**config.mk**
```make
export PLATFORM = sky130hd
export DESIGN_NAME = crc_check
export DESIGN_NICKNAME = d
export VERILOG_FILES = /design/src/rtl/crc_pkg.sv /design/src/rtl/crc_lfsr.sv /design/src/rtl/crc_check.sv
export SDC_FILE = /design/constraint.sdc
export NUM_CORES = 1
export LEC_CHECK = 0
export CORE_MARGIN = 1.5
export CORE_UTILIZATION = 25
export CTS_BUF_LIST = sky130_fd_sc_hd__clkbuf_8
export DETAILED_ROUTE_END_ITERATION = 8
export REMOVE_ABC_BUFFERS = 1
export SETUP_SLACK_MARGIN = 0.5
export SLEW_MARGIN = 20
export SYNTH_ARGS = -nofsm -noshare
export SYNTH_HDL_FRONTEND = slang
export SYNTH_SLANG_ARGS = --single-unit
export TNS_END_PERCENT = 5
```
**constraint.sdc**
```tcl
create_clock -name i_clk -period 2.14 [get_ports i_clk]
set_input_delay 0.428 -clock i_clk [delete_from_list [all_inputs] [get_ports i_clk]]
set_output_delay 0.428 -clock i_clk [all_outputs]
set_load 0.05 [all_outputs]
```
**src/rtl/crc_pkg.sv**
```systemverilog
// Shared definitions for the serial CRC encoder/checker pair: state encoding,
// default polynomial parameters and the single-bit LFSR step.
package crc_pkg;

    typedef enum logic [1:0] {
        ST_IDLE  = 2'd0,
        ST_DATA  = 2'd1,
        ST_CHECK = 2'd2
    } state_t;

    // Widest LFSR the step function supports; callers pass their real width.
    localparam int          CRC_MAX_W     = 64;
    localparam int          CRC_WIDTH_DEF = 16;
    localparam logic [15:0] CRC_POLY_DEF  = 16'h1021;
    localparam logic [15:0] CRC_INIT_DEF  = 16'h0000;

    // MSB-first Galois step: fb = msb ^ bit, shift left, xor in poly on fb.
    function automatic logic [CRC_MAX_W-1:0] crc_step(
        input logic [CRC_MAX_W-1:0] lfsr,
        input logic                 d,
        input logic [CRC_MAX_W-1:0] poly,
        input int                   width = CRC_WIDTH_DEF
    );
        logic [CRC_MAX_W-1:0] msb_vec;
        logic [CRC_MAX_W-1:0] mask;
        logic [CRC_MAX_W-1:0] shifted;
        logic                 fb;
        msb_vec = lfsr >> (width - 1);
        fb      = msb_vec[0] ^ d;
        mask    = {CRC_MAX_W{1'b1}} >> (CRC_MAX_W - width);
        shifted = (lfsr << 1) & mask;
        return fb ? (shifted ^ (poly & mask)) : shifted;
    endfunction

endpackage

```
**src/rtl/crc_lfsr.sv**
```systemverilog
// Serial CRC remainder register. i_clr reseeds from INIT; with i_en in the same
// cycle the incoming bit is folded into the fresh seed rather than the old state.
module crc_lfsr
    import crc_pkg::*;
#(
    parameter int             W    = CRC_WIDTH_DEF,
    parameter logic [W-1:0]   POLY = W'(CRC_POLY_DEF),
    parameter logic [W-1:0]   INIT = W'(CRC_INIT_DEF)
) (
    input  logic         i_clk,
    input  logic         i_rst,
    input  logic         i_clr,
    input  logic         i_en,
    input  logic         i_bit,
    output logic [W-1:0] o_rem
);

    logic [W-1:0] rem_reg;
    logic [W-1:0] rem_next;
    logic [W-1:0] rem_base;

    always_comb begin
        rem_base = i_clr ? INIT : rem_reg;
        rem_next = rem_base;
        if (i_en) begin
            rem_next = W'(crc_step(CRC_MAX_W'(rem_base), i_bit, CRC_MAX_W'(POLY), W));
        end
    end

    always_ff @(posedge i_clk or posedge i_rst) begin
        if (i_rst) begin
            rem_reg <= INIT;
        end else begin
            rem_reg <= rem_next;
        end
    end

    assign o_rem = rem_reg;

endmodule

```
**src/rtl/crc_check.sv**
```systemverilog
// Serial CRC checker: passes DATA_LEN payload bits through, then consumes
// CRC_WIDTH check bits and reports pass/fail once per completed frame.
module crc_check
    import crc_pkg::*;
#(
    parameter int                   DATA_LEN  = 16,
    parameter int                   CRC_WIDTH = CRC_WIDTH_DEF,
    parameter logic [CRC_WIDTH-1:0] POLY      = CRC_WIDTH'(CRC_POLY_DEF),
    parameter logic [CRC_WIDTH-1:0] INIT      = CRC_WIDTH'(CRC_INIT_DEF)
) (
    input  logic i_clk,
    input  logic i_rst,
    input  logic i_sof,
    input  logic i_valid,
    input  logic i_data,
    output logic o_data,
    output logic o_data_valid,
    output logic o_busy,
    output logic o_crc_done,
    output logic o_crc_err
);

    localparam int MAX_LEN = (DATA_LEN > CRC_WIDTH) ? DATA_LEN : CRC_WIDTH;
    localparam int CNT_W   = $clog2(MAX_LEN + 1);
    localparam logic [CNT_W-1:0] LAST_DATA = CNT_W'(DATA_LEN - 1);
    localparam logic [CNT_W-1:0] LAST_CRC  = CNT_W'(CRC_WIDTH - 1);

    state_t                 state_reg, state_next;
    logic [CNT_W-1:0]       cnt_reg, cnt_next;
    logic                   data_reg, data_next;
    logic                   data_valid_reg, data_valid_next;
    logic                   busy_reg, busy_next;
    logic                   done_reg, done_next;
    logic                   err_reg, err_next;
    logic                   lfsr_clr;
    logic                   lfsr_en;
    logic                   start;
    logic [CRC_WIDTH-1:0]   rem;
    logic [CRC_WIDTH-1:0]   rem_after;

    crc_lfsr #(
        .W    (CRC_WIDTH),
        .POLY (POLY),
        .INIT (INIT)
    ) u_lfsr (
        .i_clk (i_clk),
        .i_rst (i_rst),
        .i_clr (lfsr_clr),
        .i_en  (lfsr_en),
        .i_bit (i_data),
        .o_rem (rem)
    );

    assign start     = i_sof & i_valid;
    // Remainder once the current bit is folded in; zero after the last CRC bit means a good frame.
    assign rem_after = CRC_WIDTH'(crc_step(CRC_MAX_W'(rem), i_data, CRC_MAX_W'(POLY), CRC_WIDTH));

    always_comb begin
        state_next      = state_reg;
        cnt_next        = cnt_reg;
        data_next       = data_reg;
        data_valid_next = 1'b0;
        busy_next       = busy_reg;
        done_next       = 1'b0;
        err_next        = err_reg;
        lfsr_clr        = 1'b0;
        lfsr_en         = 1'b0;

        if (start) begin
            // A start always wins, aborting any frame in flight without a done pulse.
            lfsr_clr        = 1'b1;
            lfsr_en         = 1'b1;
            data_next       = i_data;
            data_valid_next = 1'b1;
            busy_next       = 1'b1;
            if (DATA_LEN == 1) begin
                state_next = ST_CHECK;
                cnt_next   = '0;
            end else begin
                state_next = ST_DATA;
                cnt_next   = CNT_W'(1);
            end
        end else if (i_valid) begin
            case (state_reg)
                ST_DATA: begin
                    lfsr_en         = 1'b1;
                    data_next       = i_data;
                    data_valid_next = 1'b1;
                    if (cnt_reg == LAST_DATA) begin
                        state_next = ST_CHECK;
                        cnt_next   = '0;
                    end else begin
                        cnt_next = cnt_reg + CNT_W'(1);
                    end
                end
                ST_CHECK: begin
                    lfsr_en = 1'b1;
                    if (cnt_reg == LAST_CRC) begin
                        state_next = ST_IDLE;
                        cnt_next   = '0;
                        busy_next  = 1'b0;
                        done_next  = 1'b1;
                        err_next   = (rem_after != '0);
                    end else begin
                        cnt_next = cnt_reg + CNT_W'(1);
                    end
                end
                default: ;
            endcase
        end
    end

    always_ff @(posedge i_clk or posedge i_rst) begin
        if (i_rst) begin
            state_reg      <= ST_IDLE;
            cnt_reg        <= '0;
            data_reg       <= 1'b0;
            data_valid_reg <= 1'b0;
            busy_reg       <= 1'b0;
            done_reg       <= 1'b0;
            err_reg        <= 1'b0;
        end else begin
            state_reg      <= state_next;
            cnt_reg        <= cnt_next;
            data_reg       <= data_next;
            data_valid_reg <= data_valid_next;
            busy_reg       <= busy_next;
            done_reg       <= done_next;
            err_reg        <= err_next;
        end
    end

    assign o_data       = data_reg;
    assign o_data_valid = data_valid_reg;
    // An accepted start counts as busy already, so back-to-back frames show no idle gap.
    assign o_busy       = (busy_reg | start) & ~i_rst;
    assign o_crc_done   = done_reg;
    assign o_crc_err    = err_reg;

endmodule

```
==> Yosys cells after proc, flatten, opt, wreduce, memory -nomap -nowiden <==
Index checks and enable logic that the tools add are counted.
{ "word_totals": {"word_cells": 67, "register_bits": 28} }
{ "op_classes": {"reduce_logical": 13, "bitwise_logic": 9, "eq_ne": 5, "n_addsub": 1, "n_mux": 31} }
{ "ops": {"columns": ["cell", "count"], "rows": [
  ["$mux W16", 2],
  ["$mux W13", 2],
  ["$mux W5", 4],
  ["$mux W1", 18],
  ["$reduce_bool A16 Y1", 1],
  ["$reduce_bool A2 Y1", 5],
  ["$mux W2", 4],
  ["$reduce_and A4 Y1", 2],
  ["$ne A3 B3 Y1 const B", 2],
  ["$not A3 Y3", 2],
  ["$add A5 B1 Y5 const B", 1],
  ["$eq A5 B4 Y1 const B", 1],
  ["$pmux W2 S2", 1],
  ["$reduce_and A2 Y1", 2],
  ["$reduce_and A3 Y1", 1],
  ["$reduce_bool A3 Y1", 1],
  ["$and A1 B1 Y1", 2],
  ["$eq A2 B1 Y1 const B", 1],
  ["$eq A2 B2 Y1 const B", 1],
  ["$not A1 Y1", 2],
  ["$reduce_or A2 Y1", 1],
  ["$xor A1 B1 Y1", 2],
  ["$or A1 B1 Y1", 1]
]} }

==> Longest topological paths before layout <==
Gate-level depths: netlist (run 1).
{ "logic_depth": {"word_depth": 6, "mapped_depth": 6} }

==> Modules after synthesis <==
Synthesis (run 1) repeated with hierarchy kept, for this count alone.
{ "hier_totals": {"hier_cells": 126, "hier_area_um2": 1373.8} }
{ "by_module_without_submodules": {"columns": ["module", "area_each_um2", "cells_each", "n_inst", "seq_area_each_um2"], "rows": [
  ["crc_lfsr", 695.7, 62, 1, 400.4],
  ["crc_check", 678.2, 64, 1, 300.3]
]} }

==> Least setup slack after synthesis (run 1) <==
No wires, ideal clock.
{ "synth_path": {"kind": "input port to output port", "startpoint": "in i_sof", "endpoint": "out o_busy", "arrival_time_ps": 1352, "slack_ps": 360, "stages": 3, "path_cell_list": "and2_0 > nor2_1 > nor2_1"} }
{ "synth_between": {"elab_chain_len": 3} }
{ "synth_lines": {"columns": ["element", "line_no", "text"], "rows": [
  ["start, declared", "crc_check.sv:13", "input logic i_sof,"],
  ["$and A1 B1 Y1", "crc_check.sv:54", "assign start = i_sof & i_valid;"],
  ["$or A1 B1 Y1", "crc_check.sv:136", "assign o_busy = (busy_reg | start) & ~i_rst;"],
  ["$and A1 B1 Y1", "crc_check.sv:136", null],
  ["end, declared", "crc_check.sv:18", "output logic o_busy,"]
]} }
Every way passes these cells.

==> Worst setup path after layout (run 1) <==
{ "layout_path": {"startpoint": "in i_valid", "endpoint": "out o_busy"} }
{ "layout_between": {"elab_chain_len": 3} }
{ "layout_lines": {"columns": ["element", "line_no", "text"], "rows": [
  ["start, declared", "crc_check.sv:14", "input logic i_valid,"],
  ["$and A1 B1 Y1", "crc_check.sv:54", null],
  ["$or A1 B1 Y1", "crc_check.sv:136", null],
  ["$and A1 B1 Y1", "crc_check.sv:136", null]
]} }
Every way passes these cells.

==> results.py, run 1 <==
metrics = {
    "worst_setup_path": {
        "worstSetupPathType": "in2out",
        "cp.required_ps": 1710,
        "cp.arrival_ps": 1410,
        "worstPathMaxFanout": 2,
        "worstSetupStartpointType": "primary input",
        "critical_path.endpoint_type": "output pin",
    },
    "layout": {
        "diodes": 0,
        "drive_above_1_share": 0.146,
        "instances_no_fill": 190,
        "syn_to_final_growth_pct": 22.1,
        "fillCellCount": 497,
        "largest_reg_flops": 16,
        "post-route-util": 0.325,
        "layout.nets": 132,
    },
    "detailed_routing": {
        "remaining_drc_errors": 0,
        "detail_route.wl_per_cell_um": 13.3,
        "firstDrtPassIters": 4,
        "wirelength_um": 2530,
        "vias": 918,
        "via_per_inst": 4.83,
        "ant_nets": 0,
        "drt_iter0_drc": 45,
    },
    "logic_synthesis": {
        "yosys_warnings": 0,
        "synthCells": 108,
        "ys_ff_latch": 28,
        "synth_edf_count": 0,
        "syn_area_per_cell_um2": 11.9,
        "yosysSeqAreaShare": 0.547,
        "synthFlopType": "dfrtp_1",
        "ys_types": 40,
        "yosys.area.top_type_share": 0.547,
        "syn_area_um2": 1280,
        "async_flop_share": 1.00,
        "ys_top_cells_by_area": "dfrtp_1 (55%), a22o_1 (9.6%), ha_1 (2.9%)",
        "synth_top_cell_by_area": "dfrtp_1",
    },
    "placed_design": {
        "gp_congestion": 0.772,
        "portBuffers": 9,
        "dpl.cell_count": 186,
        "dp_slack_ps": 171,
        "dp_hpwl_um": 1790,
    },
    "grt": {
        "grt_pass1_vias": 858,
        "grt_pass1_wl_um": 4220,
        "grt_overflow_total": 0,
        "grt_max_degree": 29,
        "antenna_found_initial": 0,
        "track_usage": 0.103,
    },
    "timing": {
        "final.min_clock_period_ps": 1840,
        "rsz0062_at_grt": "true",
        "slew_violations": 0,
        "setup_violations": 0,
        "fmax_mhz": 544,
        "setup_ws_ps": 301,
        "relSlewSlack": 0.666,
        "period_share": 0.860,
        "worst_pin_slew_ps": 500,
        "setup_tns_ps": 0,
        "hold_viol_final": 0,
        "skew_ps": 2.05,
    },
    "clock_tree": {
        "insertion_delay_ps": 270,
        "cts_tree": "built",
        "clk_path_buf_depth": 2,
        "post-cts-setup-buffer-count": 0,
        "root_buffer": "clkbuf_8",
        "clkSlewWorstSetupHoldPaths_ps": 90,
        "cts-buffers-inserted": 3,
        "clock-sinks": 28,
        "h-tree-depth": 1,
    },
    "power": {
        "power.density_nw_per_um2": 829,
        "p_clk_frac": 0.318,
        "p_leak_nw": 0.694,
        "comb_power_share": 0.184,
        "p_sw_frac": 0.262,
        "ir_drop_v": 0.000278,
        "p_int_w": 0.000957,
        "switchingPower_w": 0.000340,
        "power_frac_seq": 0.498,
    },
    "die": {
        "die_w_um": 74.6,
        "core.rowCount": 25,
        "die_area_um2": 5560,
        "pin_count": 10,
        "coreArea_um2": 4820,
        "fp.dieH_um": 74.6,
        "start_util": 0.266,
    },
    "run": {
        "max-cap-violations": 0,
    },
    "run_status": {
        "outcome": "complete, no violations",
    },
    "min_path": {
        "hp-class": "reg2reg",
    },
}
[cells in the final DEF, fill, tap and decap left out, types with 2 or more instances in the layout]
master           netlist  layout
nor2b_1                2       2
clkbuf_8               0       3
a22o_1                14      14
inv_1                  4       4
a31oi_1                3       3
dfrtp_1               28      28
clkdlybuf4s50_1        0       5
nor2_1                 4       3
o21a_1                 2       2
buf_4                  1       7
ha_1                   3       3
a21oi_1                4       4
nor4_1                 3       3
or3_1                  2       2
xnor2_1                4       4
and2_1                 2       3
o21ai_0                4       4
dlygate4sd2_1          0       2
[cell usage after synthesis, types with 2 or more instances]
master and count:
o21ai_0 4, nor2_1 4, dfrtp_1 28, nor4_1 3, or3_1 2, o21a_1 2
ha_1 3, xnor2_1 4, a22o_1 14, and2_1 2, buf_2 4, nor2b_1 2
a31oi_1 3, a21oi_1 4, inv_1 4
[worst paths after layout]
path | slack (ps) | start | depth (start not counted) | end
hold reg to reg | 510 | o_crc_err | 1 | o_crc_err
max in group asynchronous | 1320 | i_rst | 3 | u_lfsr.o_rem[6]
setup / recovery | 300 | i_valid | 5 | o_busy
setup reg to reg | 450 | state_reg[0] | 5 | u_lfsr.o_rem[15]
hold / removal | 510 | o_crc_err | 1 | o_crc_err
min in group asynchronous | 560 | i_rst | 3 | state_reg[0]
[cell type report]
cell class / count / area, um^2 / share of cell area
Timing Repair Buffer: 16 / 153 / 0.0976
Tap cell: 67 / 83.8 / 0.0536
Inverter: 4 / 15.0 / 0.00960
Sequential cell: 28 / 701 / 0.448
Clock buffer: 3 / 41.3 / 0.0264
Clock inverter: 1 / 30.0 / 0.0192
Multi-Input combinational cell: 71 / 541 / 0.346
[power by group through the flow]
stage	sequential (W)	combinational, W	clock, W
CTS	0.000646	0.000243	0.000424
detailed placement	0.000656	0.000243	0
global placement	0.000654	0.000236	0
global route	0.000654	0.000270	0.000444
finish	0.000646	0.000239	0.000412
floorplan	0.000658	0.000152	0
[worst max-delay path, stage by stage]
cell and delay, ps:
clkdlybuf4s50_1 480, and2_1 150, nor2_1 70, nor2_2 130, buf_12 150
[repair_timing]
action / in CTS / in global routing
resized for setup: 4 / 1
hold buffers: 0 / 0
setup endpoints to repair: 19 / 19
[per-layer routing]
metal	routed length (um)	GRT usage	up-vias
li1	-	-	435
met1	1190	0.139	459
met2	1200	0.154	19
met3	96	0.0190	5
met4	44	0.0586	0
met5	0	0	-
[through the flow]
stage	hold WS (ps)	instance area (um^2)	power, W
floorplan	467	1250	0.000810
global placement	486	1490	0.000890
detailed placement	499	1490	0.000899
CTS	521	1560	0.00131
global route	529	1560	0.00137
finish	507	1560	0.00130
[cell families after synthesis]
logic type | Yosys count | synth area share
AO/OA/AOI/OAI | 38 | 0.227
XOR/XNOR | 4 | 0.0273
multiplexers | 1 | 0.00879
adder cells (fa/ha/maj) | 3 | 0.0293
AND/OR/NAND/NOR | 25 | 0.128
flip-flops | 28 | 0.547
buffers and inverters | 9 | 0.0332
Power figures use the tool's default switching activity.
==> run 2, diff against run 1 <==
--- a/config.mk
+++ b/config.mk
@@ -9,6 +9,7 @@
 export CORE_UTILIZATION = 25
 export CTS_BUF_LIST = sky130_fd_sc_hd__clkbuf_8
 export DETAILED_ROUTE_END_ITERATION = 8
+export HOLD_SLACK_MARGIN = 0.1
 export REMOVE_ABC_BUFFERS = 1
 export SETUP_SLACK_MARGIN = 0.5
 export SLEW_MARGIN = 20
==> results of run 2 <==
Final layout, timing and power as in run 1 (identical DEF).
